File: src/rtl/mul_pipe_param.sv
// Parametrised pipelined multiplier with signed/unsigned mode and a valid/ready handshake.
// Latency: STAGES cycles from accept to out_valid. Throughput is one product per cycle.
// Backpressure: when out_valid & ~out_ready every stage holds and in_ready drops.
//
// Ports:
//   clk, reset (synchronous, active-low)
//   in_valid/in_ready, a, b, signed_mode : operand side handshake
//   out_valid/out_ready, out              : product side handshake (out is 2*WIDTH bits)
//   busy                                  : any stage, including the output register, holds a transaction
module mul_pipe_param #(
    parameter int WIDTH  = 32,
    parameter int STAGES = 4
) (
    input  logic               clk,
    input  logic               reset,
    input  logic               in_valid,
    output logic               in_ready,
    input  logic [WIDTH-1:0]   a,
    input  logic [WIDTH-1:0]   b,
    input  logic               signed_mode,
    output logic               out_valid,
    input  logic               out_ready,
    output logic [2*WIDTH-1:0] out,
    output logic               busy
);

    localparam int CHUNK = WIDTH / STAGES;
    localparam int PW    = 2 * WIDTH;

    if (WIDTH < 4 || STAGES < 1 || (WIDTH % STAGES) != 0) begin : g_bad_params
        $error("mul_pipe_param: WIDTH must be >= 4 and a multiple of STAGES >= 1");
    end

    logic              stall;
    logic              accept;
    logic [WIDTH-1:0]  a_mag;
    logic [WIDTH-1:0]  b_mag;
    logic              neg_in;

    // Per-stage transaction state. bmag_q is shifted right by CHUNK at each
    // stage so the chunk consumed by stage k always sits in the low bits.
    logic [STAGES-1:0] vld_q;
    logic [WIDTH-1:0]  amag_q [STAGES];
    logic [WIDTH-1:0]  bmag_q [STAGES];
    logic              neg_q  [STAGES];
    logic [PW-1:0]     acc_q  [STAGES];
    logic [PW-1:0]     acc_nxt[STAGES];
    logic [PW-1:0]     prod_fin;

    assign stall    = out_valid & ~out_ready;
    assign in_ready = ~stall;
    assign accept   = in_valid & in_ready;
    assign busy     = (|vld_q) | out_valid;

    // Magnitudes fit in WIDTH unsigned bits, including |-2^(WIDTH-1)|.
    assign a_mag  = (signed_mode & a[WIDTH-1]) ? (-a) : a;
    assign b_mag  = (signed_mode & b[WIDTH-1]) ? (-b) : b;
    assign neg_in = signed_mode & (a[WIDTH-1] ^ b[WIDTH-1]);

    // Stage k adds |a| * chunk_k(|b|) shifted into place.
    always_comb begin
        for (int k = 0; k < STAGES; k++) begin
            acc_nxt[k] = acc_q[k] +
                (({{WIDTH{1'b0}}, amag_q[k]} *
                  {{(PW-CHUNK){1'b0}}, bmag_q[k][CHUNK-1:0]}) << (k * CHUNK));
        end
    end

    // Negating a zero accumulator yields zero, so no -0 case exists.
    assign prod_fin = neg_q[STAGES-1] ? (-acc_nxt[STAGES-1]) : acc_nxt[STAGES-1];

    always_ff @(posedge clk) begin
        if (!reset) begin
            vld_q     <= '0;
            out_valid <= 1'b0;
            out       <= '0;
            for (int k = 0; k < STAGES; k++) begin
                amag_q[k] <= '0;
                bmag_q[k] <= '0;
                neg_q[k]  <= 1'b0;
                acc_q[k]  <= '0;
            end
        end else if (!stall) begin
            vld_q[0] <= accept;
            if (accept) begin
                amag_q[0] <= a_mag;
                bmag_q[0] <= b_mag;
                neg_q[0]  <= neg_in;
                acc_q[0]  <= '0;
            end
            for (int k = 1; k < STAGES; k++) begin
                vld_q[k]  <= vld_q[k-1];
                amag_q[k] <= amag_q[k-1];
                bmag_q[k] <= bmag_q[k-1] >> CHUNK;
                neg_q[k]  <= neg_q[k-1];
                acc_q[k]  <= acc_nxt[k-1];
            end
            out_valid <= vld_q[STAGES-1];
            // out keeps its last product while no valid transaction arrives.
            if (vld_q[STAGES-1]) begin
                out <= prod_fin;
            end
        end
    end

endmodule

File: config.mk
export PLATFORM = sky130hd
export DESIGN_NAME = mul_pipe_param
export DESIGN_NICKNAME = d
export VERILOG_FILES = /design/src/rtl/mul_pipe_param.sv
export SDC_FILE = /design/constraint.sdc
export NUM_CORES = 2
export LEC_CHECK = 0
export ABC_AREA = 0
export ABC_CLOCK_PERIOD_IN_PS = 9400
export BUFFER_PORTS_ARGS = -buffer_cell sky130_fd_sc_hd__buf_4
export CAP_MARGIN = 30
export CORE_MARGIN = 2
export CORE_UTILIZATION = 45
export DETAILED_ROUTE_END_ITERATION = 16
export HOLD_SLACK_MARGIN = 0.08
export MAX_ROUTING_LAYER = met4
export PLACE_DENSITY = 0.75
export SYNTH_ARGS = -nofsm -noshare
export SYNTH_HDL_FRONTEND = slang
export SYNTH_SLANG_ARGS = --single-unit
File: constraint.sdc
create_clock -name clk -period 9.4 [get_ports clk]
set_clock_uncertainty 0.05 [all_clocks]
set_input_delay 1.41 -clock clk [delete_from_list [all_inputs] [get_ports clk]]
set_output_delay 1.41 -clock clk [all_outputs]
set_load 0.01 [all_outputs]
==> results.py <==
metrics = {
    "run_status": {
        "outcome": "complete, no violations",
    },
    "clock_network": {
        "cts_buffers": 49,
        "cts_max_level": 2,
        "clkSlewWorstSetupHoldPaths_ns": 0.07,
        "clockRootBuffer": "clkbuf_16",
        "cts_max_path_buffers": 3,
        "cts_setup_buffers": 0,
        "cts_resized": 0,
        "cts_tree": "built",
        "numClockSinks": 429,
        "holdBufCountCts": 0,
        "insertion_delay_ns": 0.64,
    },
    "yosys": {
        "yosys.area.top_type_share_pct": 26.6,
        "synth_seq_cells": 429,
        "yosysUniqueCellTypes": 80,
        "avgSynthCellArea_um2": 9.22,
        "netlist_instances": 5906,
        "synth_nets": 7050,
        "synth_area_leaders": "fa_1 (27%), edfxtp_1 (20%), ha_1 (8.1%)",
        "synthArstFlopShare_pct": 0,
        "yosysSeqAreaShare_pct": 22.3,
        "yosysTopAreaCell": "fa_1",
        "syn-cell-area_mm2": 0.0545,
        "synth_edf_count": 357,
        "synth_ff_type": "edfxtp_1",
        "ys_warn_count": 0,
    },
    "sta": {
        "rsz0062_at_grt": "false",
        "hold_violations": 0,
        "post-route-period-util_pct": 93.8,
        "setup_viol": 0,
        "setup_tns_ns": 0,
        "worst_slack_ns": 0.581,
        "max-slew-margin-rel_pct": 30.6,
        "worst_pin_slew_ns": 1.04,
        "slew_viol_final": 0,
        "timing.final.crit_period_ns": 8.82,
        "max_freq_ghz": 0.113,
    },
    "setup_path": {
        "reg2reg_depth": 32,
        "crit_fanout": 8,
        "crit_type": "register to register",
        "cp_slowest_stage_delay_ns": 0.57,
        "cp-start-kind": "register",
        "worstPathRequired_ns": 9.89,
        "end_kind": "register",
        "slowest_stage": "fa_1",
        "cp.arrival_ns": 9.31,
    },
    "global_routing": {
        "grt_first_pass_wirelength_mm": 228,
        "grtUsageTotal_pct": 23.3,
        "grt_max_degree": 154,
        "antenna_found_initial": 2,
        "first_global_vias": 42258,
        "overflow": 0,
    },
    "floorplanning": {
        "initial_core_util_pct": 45.4,
        "die_area_mm2": 0.124,
        "die-height_um": 352,
        "die_w_um": 352,
        "core_region_area_mm2": 0.120,
        "ioPinCount": 136,
        "row_count": 127,
    },
    "run": {
        "maxCapViolCount": 0,
    },
    "routing": {
        "drc": 0,
        "routedWlPerCell_um": 18.7,
        "viasPerCell": 5.50,
        "drt-pass1-iter-count": 5,
        "antenna_left": 0,
        "vias": 41336,
        "drt_wl_total_mm": 141,
        "drt_iter0_drc": 2945,
    },
    "pwr": {
        "p_leak_uw": 0.0271,
        "vdd_drop_max_mv": 0.124,
        "power.density_mw_per_mm2": 100,
    },
    "place": {
        "dp_hpwl_mm": 112,
        "gp_congestion": 0.941,
        "pre_cts_ws_ns": 0.682,
        "port_buffers": 135,
    },
    "hold_path": {
        "hold_depth": 2,
        "hp-class": "register to register",
    },
    "final_layout": {
        "area_growth_pct": 7.40,
        "fin_nets": 7005,
        "drive_gt1_share_pct": 5.51,
    },
}
through the flow:
stage	instance area [um2]	std cells	utilization, %	hold slack [ns]	power, uW
global route	58500	7514	48.8	0.419	6180
global placement	56900	7421	47.4	0.393	3920
detailed placement	56900	7422	47.4	0.400	3960
finish	58500	7514	48.8	0.406	5860
CTS	58500	7513	48.8	0.410	5880
floorplan	54500	5906	-	0.378	3490
state kept, by name, summed over array words and instances, names as in the netlist:
register / cells
acc_q: 148
amag_q: 128
bmag_q: 80
out: 64
neg_q: 4
vld_q: 4
out_valid: 1
per-layer routing:
metal  vias up  global-route usage (%)  wire length, um
li1      19321                       -                -
met4         0                    6.84             4230
met1     20545                    30.3            60500
met3       246                    3.64             8830
met5         -                       -                0
met2      1224                    37.7            67000
cell type report:
cell class | count | area [um2]
diodes | 1 | 2.50
clock buffers | 60 | 1280
clock inverters | 31 | 320
fillers | 11105 | 61500
inverters | 714 | 2680
multi-input cells | 4470 | 38600
flip-flops and latches | 429 | 12200
well taps | 1612 | 2020
repair buffers | 197 | 1490
synth_stat cells, drive strengths merged, types with 7 or more instances:
cell type and n:
nand3b 7, nor3 62, ha 352, nand2 732
clkbuf 241, dfxtp 72, xor2 131, or4 14
o311ai 7, a211oi 83, buf 52, or2 17
o21bai 36, o21ai 161, nor4 17, o31ai 30
a21o 144, nor2b 27, inv 714, o41ai 15
mux2i 18, a211o 10, a31oi 24, nor2 336
nor3b 13, nand2b 34, o21a 38, nand4 20
edfxtp 357, nand3 58, o211ai 19, a2111oi 7
a21boi 12, fa 723, or3 34, a31o 9
and2 520, a21oi 276, xnor2 187, and3 212
worst max-delay path: cells and delay by family, from the launching register on:
| family | cells | cell delay, ns |
|---|---|---|
| AOI/OAI and AO/OA | 13 | 3.34 |
| adders and majority gates | 6 | 2.77 |
| muxes | 1 | 0.23 |
| and+or+nand+nor | 6 | 1.18 |
| xor gates and xnor gates | 2 | 0.36 |
| DFF | 1 | 0.51 |
| buffers and inverters | 4 | 0.27 |
logic make-up after synthesis:
| kind of cell | after synthesis | synth area share (%) |
|---|---|---|
| XOR/XNOR | 318 | 5.11 |
| AO/OA/AOI/OAI | 939 | 11.2 |
| buffers and inverters | 1007 | 6.94 |
| multiplexers | 18 | 0.331 |
| AND/OR/NAND/NOR | 2120 | 19.4 |
| flip-flops | 429 | 22.3 |
| adder cells (fa/ha/maj) | 1075 | 34.7 |
worst paths after layout:
path	slack, ns	end	startpoint
hold / removal	0.41	out[49]$_SDFFE_PN0P_	out[49]$_SDFFE_PN0P_
setup / recovery	0.58	out[62]$_SDFFE_PN0P_	amag_q[0][98]$_SDFFCE_PN0P_
hold reg to reg	0.41	out[49]$_SDFFE_PN0P_	out[49]$_SDFFE_PN0P_
setup reg to reg	0.58	out[62]$_SDFFE_PN0P_	amag_q[0][98]$_SDFFCE_PN0P_
cells in the final DEF, fill, tap and decap left out, drive strengths merged, types with 19 or more instances in the layout:
| cell | netlist | layout |
|---|---|---|
| nand2 | 732 | 732 |
| inv | 714 | 718 |
| nor2 | 336 | 336 |
| a21oi | 276 | 276 |
| clkbuf | 241 | 60 |
| nand2b | 34 | 34 |
| o211ai | 19 | 19 |
| and3 | 212 | 212 |
| o21bai | 36 | 36 |
| and2 | 520 | 520 |
| xor2 | 131 | 131 |
| nor3 | 62 | 62 |
| nand4 | 20 | 20 |
| a21o | 144 | 144 |
| nand3 | 58 | 58 |
| or3 | 34 | 34 |
| a211oi | 83 | 83 |
| nor2b | 27 | 27 |
| edfxtp | 357 | 357 |
| dfxtp | 72 | 72 |
| o31ai | 30 | 30 |
| a31oi | 24 | 24 |
| o21ai | 161 | 161 |
| xnor2 | 187 | 187 |
| o21a | 38 | 38 |
| buf | 52 | 197 |
| ha | 352 | 352 |
| fa | 723 | 723 |
power breakdown:
| part | internal (uW) | switching, uW | total [uW] | leakage [uW] |
|---|---|---|---|---|
| Clock | 1070 | 849 | 1910 | 0.000761 |
| Sequential | 2240 | 214 | 2450 | 0.00483 |
| Combinational | 605 | 888 | 1490 | 0.0215 |
(Power assumes the default switching activity.)
